**config.mk**
```make
export PLATFORM = sky130hd
export DESIGN_NAME = fetch_predict_stage_flat
export DESIGN_NICKNAME = d
export VERILOG_FILES = /design/src/rtl/fetch_predict_stage_pkg.sv /design/src/rtl/fetch_predict_stage_if.sv /design/src/rtl/fetch_predict_stage_btb.sv /design/src/rtl/fetch_predict_stage.sv /design/src/flat_wrapper.sv
export SDC_FILE = /design/constraint.sdc
export NUM_CORES = 2
export LEC_CHECK = 0
export ABC_AREA = 1
export BUFFER_PORTS_ARGS = -buffer_cell sky130_fd_sc_hd__buf_2
export CORE_MARGIN = 4
export CORE_UTILIZATION = 49
export CTS_CLUSTER_SIZE = 20
export DETAILED_ROUTE_END_ITERATION = 10
export PLACE_DENSITY = 0.68
export SLEW_MARGIN = 20
export SYNTH_ARGS = -nofsm -noshare
export SYNTH_HDL_FRONTEND = slang
export SYNTH_HIERARCHICAL = 1
export SYNTH_SLANG_ARGS = --single-unit
```
**constraint.sdc**
```tcl
create_clock -name clk -period 31.2 [get_ports clk]
set_input_delay 6.24 -clock clk [delete_from_list [all_inputs] [get_ports clk]]
set_output_delay 6.24 -clock clk [all_outputs]
set_load 0.05 [all_outputs]
```
**src/rtl/fetch_predict_stage_pkg.sv**
```systemverilog
// Shared types and constants for the fetch/predict stage and its branch target buffer.
package fetch_predict_stage_pkg;

    typedef logic [31:0] instruction_type;

    typedef struct packed {
        logic        taken;
        logic [31:0] target;
        logic        hit;
    } branch_predict_type;

    localparam instruction_type NOP_INSTR = 32'h0000_0013;

    // 2-bit saturating counter step towards the resolved direction.
    function automatic logic [1:0] counter_next(input logic [1:0] ctr, input logic taken);
        if (taken) begin
            return (ctr == 2'b11) ? ctr : ctr + 2'd1;
        end
        return (ctr == 2'b00) ? ctr : ctr - 2'd1;
    endfunction

endpackage

```
**src/rtl/fetch_predict_stage_if.sv**
```systemverilog
// Control, training, instruction-memory and IF/ID signals of the fetch stage.
interface fetch_predict_stage_if;
    import fetch_predict_stage_pkg::*;

    logic               stall;
    logic               redirect_valid;
    logic [31:0]        redirect_pc;
    logic               update_valid;
    logic [31:0]        update_pc;
    logic               update_taken;
    logic [31:0]        update_target;
    logic [31:0]        imem_addr;
    logic [31:0]        imem_rdata;
    instruction_type    instruction_out;
    logic [31:0]        pc_out;
    branch_predict_type branch_out;
    logic               valid_out;

    modport master (
        input  stall, redirect_valid, redirect_pc, update_valid, update_pc, update_taken,
               update_target, imem_rdata,
        output imem_addr, instruction_out, pc_out, branch_out, valid_out
    );

    modport slave (
        output stall, redirect_valid, redirect_pc, update_valid, update_pc, update_taken,
               update_target, imem_rdata,
        input  imem_addr, instruction_out, pc_out, branch_out, valid_out
    );

endinterface

```
**src/rtl/fetch_predict_stage_btb.sv**
```systemverilog
// Direct-mapped branch target buffer with 2-bit saturating direction counters.
module fetch_predict_stage_btb
    import fetch_predict_stage_pkg::*;
#(
    parameter int unsigned BTB_ENTRIES  = 16,
    parameter logic [1:0]  COUNTER_INIT = 2'b01
) (
    input  logic        clk,
    input  logic        reset,
    input  logic [31:0] lookup_pc,
    output logic        lookup_hit,
    output logic        lookup_taken,
    output logic [31:0] lookup_target,
    input  logic        update_valid,
    input  logic [31:0] update_pc,
    input  logic        update_taken,
    input  logic [31:0] update_target
);
    localparam int unsigned IDX   = $clog2(BTB_ENTRIES);
    localparam int unsigned TAG_W = 30 - IDX;

    logic [BTB_ENTRIES-1:0] valid_q;
    logic [TAG_W-1:0]       tag_q    [BTB_ENTRIES];
    logic [31:0]            target_q [BTB_ENTRIES];
    logic [1:0]             ctr_q    [BTB_ENTRIES];

    logic [IDX-1:0]   lk_idx, up_idx;
    logic [TAG_W-1:0] lk_tag, up_tag;
    logic             up_hit;
    logic             unused_pc_lsbs;

    assign lk_idx         = lookup_pc[IDX+1:2];
    assign lk_tag         = lookup_pc[31:IDX+2];
    assign up_idx         = update_pc[IDX+1:2];
    assign up_tag         = update_pc[31:IDX+2];
    assign unused_pc_lsbs = ^{lookup_pc[1:0], update_pc[1:0]};

    assign lookup_hit    = valid_q[lk_idx] && (tag_q[lk_idx] == lk_tag);
    assign lookup_taken  = lookup_hit && ctr_q[lk_idx][1];
    assign lookup_target = target_q[lk_idx];
    assign up_hit        = valid_q[up_idx] && (tag_q[up_idx] == up_tag);

    // Lookup is combinational on current contents, so a same-cycle update is seen next cycle.
    always_ff @(posedge clk or posedge reset) begin
        if (reset) begin
            valid_q <= '0;
            for (int i = 0; i < BTB_ENTRIES; i++) begin
                tag_q[i]    <= '0;
                target_q[i] <= '0;
                ctr_q[i]    <= COUNTER_INIT;
            end
        end else if (update_valid) begin
            if (up_hit) begin
                ctr_q[up_idx] <= counter_next(ctr_q[up_idx], update_taken);
                if (update_taken) begin
                    target_q[up_idx] <= update_target;
                end
            end else if (update_taken) begin
                valid_q[up_idx]  <= 1'b1;
                tag_q[up_idx]    <= up_tag;
                target_q[up_idx] <= update_target;
                ctr_q[up_idx]    <= 2'b10;
            end
        end
    end

endmodule

```
**src/rtl/fetch_predict_stage.sv**
```systemverilog
// IF stage: PC register, BTB-predicted next-PC selection and the IF/ID pipeline register.
module fetch_predict_stage
    import fetch_predict_stage_pkg::*;
#(
    parameter int unsigned BTB_ENTRIES  = 16,
    parameter logic [31:0] RESET_PC     = 32'h0000_0000,
    parameter logic [1:0]  COUNTER_INIT = 2'b01
) (
    input logic                   clk,
    input logic                   reset,
    fetch_predict_stage_if.master bus
);
    logic [31:0]        pc_q, pc_d, pc_plus4;
    logic               pred_hit, pred_taken;
    logic [31:0]        entry_target, pred_target;
    instruction_type    instr_q;
    logic [31:0]        pc_out_q;
    branch_predict_type branch_q;
    logic               valid_q;
    logic               unused_redirect_lsbs;

    fetch_predict_stage_btb #(
        .BTB_ENTRIES  (BTB_ENTRIES),
        .COUNTER_INIT (COUNTER_INIT)
    ) u_btb (
        .clk           (clk),
        .reset         (reset),
        .lookup_pc     (pc_q),
        .lookup_hit    (pred_hit),
        .lookup_taken  (pred_taken),
        .lookup_target (entry_target),
        .update_valid  (bus.update_valid),
        .update_pc     (bus.update_pc),
        .update_taken  (bus.update_taken),
        .update_target (bus.update_target)
    );

    assign pc_plus4             = pc_q + 32'd4;
    assign pred_target          = pred_hit ? entry_target : pc_plus4;
    assign unused_redirect_lsbs = ^bus.redirect_pc[1:0];

    always_comb begin
        pc_d = pred_taken ? entry_target : pc_plus4;
        if (bus.redirect_valid) begin
            pc_d = {bus.redirect_pc[31:2], 2'b00};
        end else if (bus.stall) begin
            pc_d = pc_q;
        end
    end

    always_ff @(posedge clk or posedge reset) begin
        if (reset) begin
            pc_q <= RESET_PC;
        end else begin
            pc_q <= pc_d;
        end
    end

    // A redirect squashes the fetched word even while the hazard unit is stalling.
    always_ff @(posedge clk or posedge reset) begin
        if (reset) begin
            instr_q  <= NOP_INSTR;
            pc_out_q <= '0;
            branch_q <= '0;
            valid_q  <= 1'b0;
        end else if (bus.redirect_valid) begin
            instr_q  <= NOP_INSTR;
            pc_out_q <= '0;
            branch_q <= '0;
            valid_q  <= 1'b0;
        end else if (!bus.stall) begin
            instr_q  <= bus.imem_rdata;
            pc_out_q <= pc_q;
            branch_q <= '{taken: pred_taken, target: pred_target, hit: pred_hit};
            valid_q  <= 1'b1;
        end
    end

    assign bus.imem_addr       = pc_q;
    assign bus.instruction_out = instr_q;
    assign bus.pc_out          = pc_out_q;
    assign bus.branch_out      = branch_q;
    assign bus.valid_out       = valid_q;

endmodule

```
**src/flat_wrapper.sv**
```systemverilog
// flat-port wrapper written by rule: the top's interface ports become plain ports
module fetch_predict_stage_flat import fetch_predict_stage_pkg::*;
#(
    parameter int unsigned BTB_ENTRIES  = 16,
    parameter logic [31:0] RESET_PC     = 32'h0000_0000,
    parameter logic [1:0]  COUNTER_INIT = 2'b01
)
  (clk, reset, bus_stall, bus_redirect_valid, bus_redirect_pc, bus_update_valid, bus_update_pc, bus_update_taken, bus_update_target, bus_imem_rdata, bus_imem_addr, bus_instruction_out, bus_pc_out, bus_branch_out, bus_valid_out);
  fetch_predict_stage_if bus_i ();
  input logic clk;
  input logic reset;
  input wire logic [$bits(bus_i.stall)-1:0] bus_stall;
  input wire logic [$bits(bus_i.redirect_valid)-1:0] bus_redirect_valid;
  input wire logic [$bits(bus_i.redirect_pc)-1:0] bus_redirect_pc;
  input wire logic [$bits(bus_i.update_valid)-1:0] bus_update_valid;
  input wire logic [$bits(bus_i.update_pc)-1:0] bus_update_pc;
  input wire logic [$bits(bus_i.update_taken)-1:0] bus_update_taken;
  input wire logic [$bits(bus_i.update_target)-1:0] bus_update_target;
  input wire logic [$bits(bus_i.imem_rdata)-1:0] bus_imem_rdata;
  output wire logic [$bits(bus_i.imem_addr)-1:0] bus_imem_addr;
  output wire logic [$bits(bus_i.instruction_out)-1:0] bus_instruction_out;
  output wire logic [$bits(bus_i.pc_out)-1:0] bus_pc_out;
  output wire logic [$bits(bus_i.branch_out)-1:0] bus_branch_out;
  output wire logic [$bits(bus_i.valid_out)-1:0] bus_valid_out;
  assign bus_i.stall = bus_stall;
  assign bus_i.redirect_valid = bus_redirect_valid;
  assign bus_i.redirect_pc = bus_redirect_pc;
  assign bus_i.update_valid = bus_update_valid;
  assign bus_i.update_pc = bus_update_pc;
  assign bus_i.update_taken = bus_update_taken;
  assign bus_i.update_target = bus_update_target;
  assign bus_i.imem_rdata = bus_imem_rdata;
  assign bus_imem_addr = bus_i.imem_addr;
  assign bus_instruction_out = bus_i.instruction_out;
  assign bus_pc_out = bus_i.pc_out;
  assign bus_branch_out = bus_i.branch_out;
  assign bus_valid_out = bus_i.valid_out;
  fetch_predict_stage #(.BTB_ENTRIES(BTB_ENTRIES), .RESET_PC(RESET_PC), .COUNTER_INIT(COUNTER_INIT)) u_core (.clk(clk), .reset(reset), .bus(bus_i));
endmodule
```
==> impl_metrics.py <==
metrics = {
    "route": {
        "viasPerCell": 5.88,
        "vias": 53673,
        "dr.pass1.iters": 7,
        "routed_wl_um": 195000,
        "drtIter0Drc": 6494,
        "drt-wirelength-per-cell_um": 21.3,
        "ant_nets": 0,
        "drcViolationCount": 0,
    },
    "logic_synthesis": {
        "synth_top_cell_area_share_pct": 48.2,
        "ys_warn_count": 6,
        "synth_ff_type": "dfrtp_1",
        "synth-seq-area-share_pct": 49.1,
        "yosysMostFrequentCell": "nand2_1",
        "synthTopCellsByArea": "dfrtp_1 (48%), nand2_1 (17%), o21ai_0 (13%), nor2_1 (4.0%), clkbuf_1 (2.6%)",
        "netlist_instances": 7609,
        "syn_nets": 7744,
        "synth_commonest_cells": "nand2_1 (2,630), o21ai_0 (1,520), dfrtp_1 (1,088)",
        "synth-edff-count": 0,
        "synth-seq-cells": 1107,
        "synth_top_cell_by_area": "dfrtp_1",
        "synthDistinctLibCells": 45,
        "synth.avg_cell_area_um2": 7.43,
        "syn_area_um2": 56500,
        "async_flop_share_pct": 100,
    },
    "pwr": {
        "p_sw_mw": 1.37,
        "share_comb_of_total_power_pct": 20.8,
        "clockPowerShare_pct": 34.8,
        "peakVddDrop_v": 0.0000465,
        "power-per-cell-area_nw_per_um2": 66.7,
        "internal-power_mw": 2.79,
        "power_mw": 4.15,
        "p_leak_nw": 30.2,
        "p_seq_share_pct": 44.4,
        "p_sw_share_pct": 33.0,
    },
    "global_route": {
        "grt_max_degree": 222,
        "grt_pass1_vias": 49621,
        "grt_pass1_wl_um": 298000,
        "track_usage_pct": 31.4,
        "overflow": 0,
        "antenna_found_initial": 18,
    },
    "setup_path": {
        "critPathRequiredTime_ns": 31.78,
        "worst_ep_arrival_time_ns": 11.70,
        "start_kind": "input pin",
        "critPathKind": "input pin to register",
        "cp_max_fo": 71,
        "cp-end-kind": "register",
    },
    "timing": {
        "hold_viol_final": 0,
        "drv_slew": 0,
        "finClkSkew_ns": 0.0548,
        "post-route-min-period_ns": 11.12,
        "grt_setup_unrepaired": "false",
        "setup_viol": 0,
        "clock.fmax_mhz": 89.9,
        "fin_crit_sh_pct": 35.6,
        "tightest_slew_ns": 1.36,
        "max_slew_margin_pct": 8.56,
        "setup_tns_ns": 0,
    },
    "cts": {
        "htreeDepth": 3,
        "clk_path_buf_depth": 3,
        "cts_resized": 0,
        "clk_latency_ns": 0.77,
        "clk_pin_slew_ns": 0.06,
        "postCtsSetupBuffers": 0,
        "clock-root-buffer": "clkbuf_16",
        "cts_buffers": 119,
        "clkSinkCount": 1107,
        "postCtsHoldBufs": 0,
        "cts_tree": "built",
    },
    "run": {
        "max_cap_violations": 0,
    },
    "place": {
        "dpl.hpwl_um": 111000,
        "numPortBuffers": 260,
        "globalplace.congestion": 0.939,
        "dpl_cell_area_um2": 58200,
    },
    "finish": {
        "syn_to_final_growth_pct": 10.1,
        "drive_above_1_share_pct": 8.51,
        "final_area_um2": 62200,
        "n_fill_cell": 10739,
        "fin_nets": 7644,
    },
    "floorplanning": {
        "io_pins": 265,
        "die_h_um": 348,
        "coreArea_um2": 114000,
        "die_area_um2": 121000,
        "fp.dieW_um": 348,
        "initial_core_util_pct": 49.4,
        "row_count": 124,
    },
    "min_path": {
        "min_path_type": "register to register",
    },
    "run_status": {
        "status": "complete, no violations",
    },
}
==> placed cells by master (no fill, tap or decap), types with 43 or more instances in the layout <==
cell type / n
a21oi_1: 147
buf_2: 258
buf_4: 82
clkbuf_16: 119
dfrtp_1: 1084
inv_1: 323
nand2_1: 2622
nand3_1: 198
nor2_1: 600
o211ai_1: 151
o21ai_0: 1519
o21ai_1: 66
o221ai_1: 73
o22ai_1: 43
==> final timing paths <==
kind                                               from                        end  slack, ns  cells after the start
worst max-delay path                   bus_update_pc[2]    u_core/u_btb/tag_q[313]      20.08                     22
worst min register to register   u_core/u_btb/ctr_q[14]     u_core/u_btb/ctr_q[14]       0.46                      2
min in group asynchronous                         reset  u_core/bus.branch_out[21]       5.60                      2
max in group asynchronous                         reset    u_core/u_btb/tag_q[304]      22.50                      5
worst max register to register  u_core/bus.imem_addr[2]   u_core/bus.imem_addr[28]      24.95                     21
worst min-delay path             u_core/u_btb/ctr_q[14]     u_core/u_btb/ctr_q[14]       0.46                      2
==> power groups by stage <==
stage	combinational [mW]	clock, mW	sequential (mW)
finish	0.864	1.45	1.84
floorplan	0.571	0	1.86
global placement	0.829	0	1.85
detailed placement	0.847	0	1.86
CTS	0.851	1.46	1.84
global route	0.969	1.53	1.87
==> logic make-up (layout without fill, tap and decap cells) <==
group / count (synthesis) / after routing / share of synthesized area [%]
AND/OR/NAND/NOR: 3499 / 3499 / 24.1
other: 0 / 10 / 0
XOR/XNOR: 18 / 18 / 0.279
adder cells (fa/ha/maj): 1 / 1 / 0.0221
AO/OA/AOI/OAI: 2064 / 2064 / 19.9
flip-flops: 1107 / 1107 / 49.1
buffers and inverters: 920 / 918 / 6.57
==> per-layer routing <==
metal | global-route usage [%] | part of all wire [%] | vias up
li1 | - | - | 24654
met1 | 43.7 | 41 | 25726
met2 | 48.1 | 44 | 2803
met3 | 6.12 | 10 | 482
met4 | 13.5 | 4.4 | 8
met5 | 0 | 0.028 | -
==> cell type report <==
class                   instances  area (µm²)  share of cell area (%)
flip-flops and latches       1107       27700                    44.6
multi-input cells            5582       25200                    40.4
clock buffers                 185        3560                    5.71
repair buffers                347        2020                    3.25
well taps                    1512        1890                    3.04
inverters                     352        1360                    2.18
clock inverters                34         479                   0.770
diodes                         10        25.0                  0.0402
==> registers in the layout, summed over array words and instances, names as in the netlist, 16 cells and up <==
name,cells
u_core/bus.branch_out,34
u_core/bus.imem_addr,32
u_core/bus.instruction_out,32
u_core/bus.pc_out,32
u_core/u_btb/ctr_q,32
u_core/u_btb/tag_q,416
u_core/u_btb/target_q,512
u_core/u_btb/valid_q,16
==> critical path, stage by stage <==
cell and delay, ns:
buf_6 0.34, buf_4 0.69, inv_6 0.37, buf_4 0.52
nand2_1 0.15, nand2_1 0.07, nand2_1 0.05, nand2_1 0.07
nand2_1 0.07, nand2_1 0.11, nor3_1 0.55, nor2_1 0.08
nand2_1 0.09, nor2_1 0.04, nand2_1 0.13, nor2_2 0.09
nand2_2 0.07, buf_4 0.49, nand3_2 0.58, buf_4 0.50
nand2_1 0.11, o21ai_0 0.08
==> metrics by stage <==
stage	util (%)	hold WS, ns	worst slack, ns	std cells
after floorplan	-	0.434	11.53	7609
after global placement	50.9	0.446	19.59	8900
after detailed placement	50.9	0.453	19.58	8900
after CTS	54.4	0.465	20.37	9119
after global routing	54.4	0.488	19.89	9127
final	54.4	0.464	20.08	9129
No activity file was read; power rests on OpenSTA's default activity.
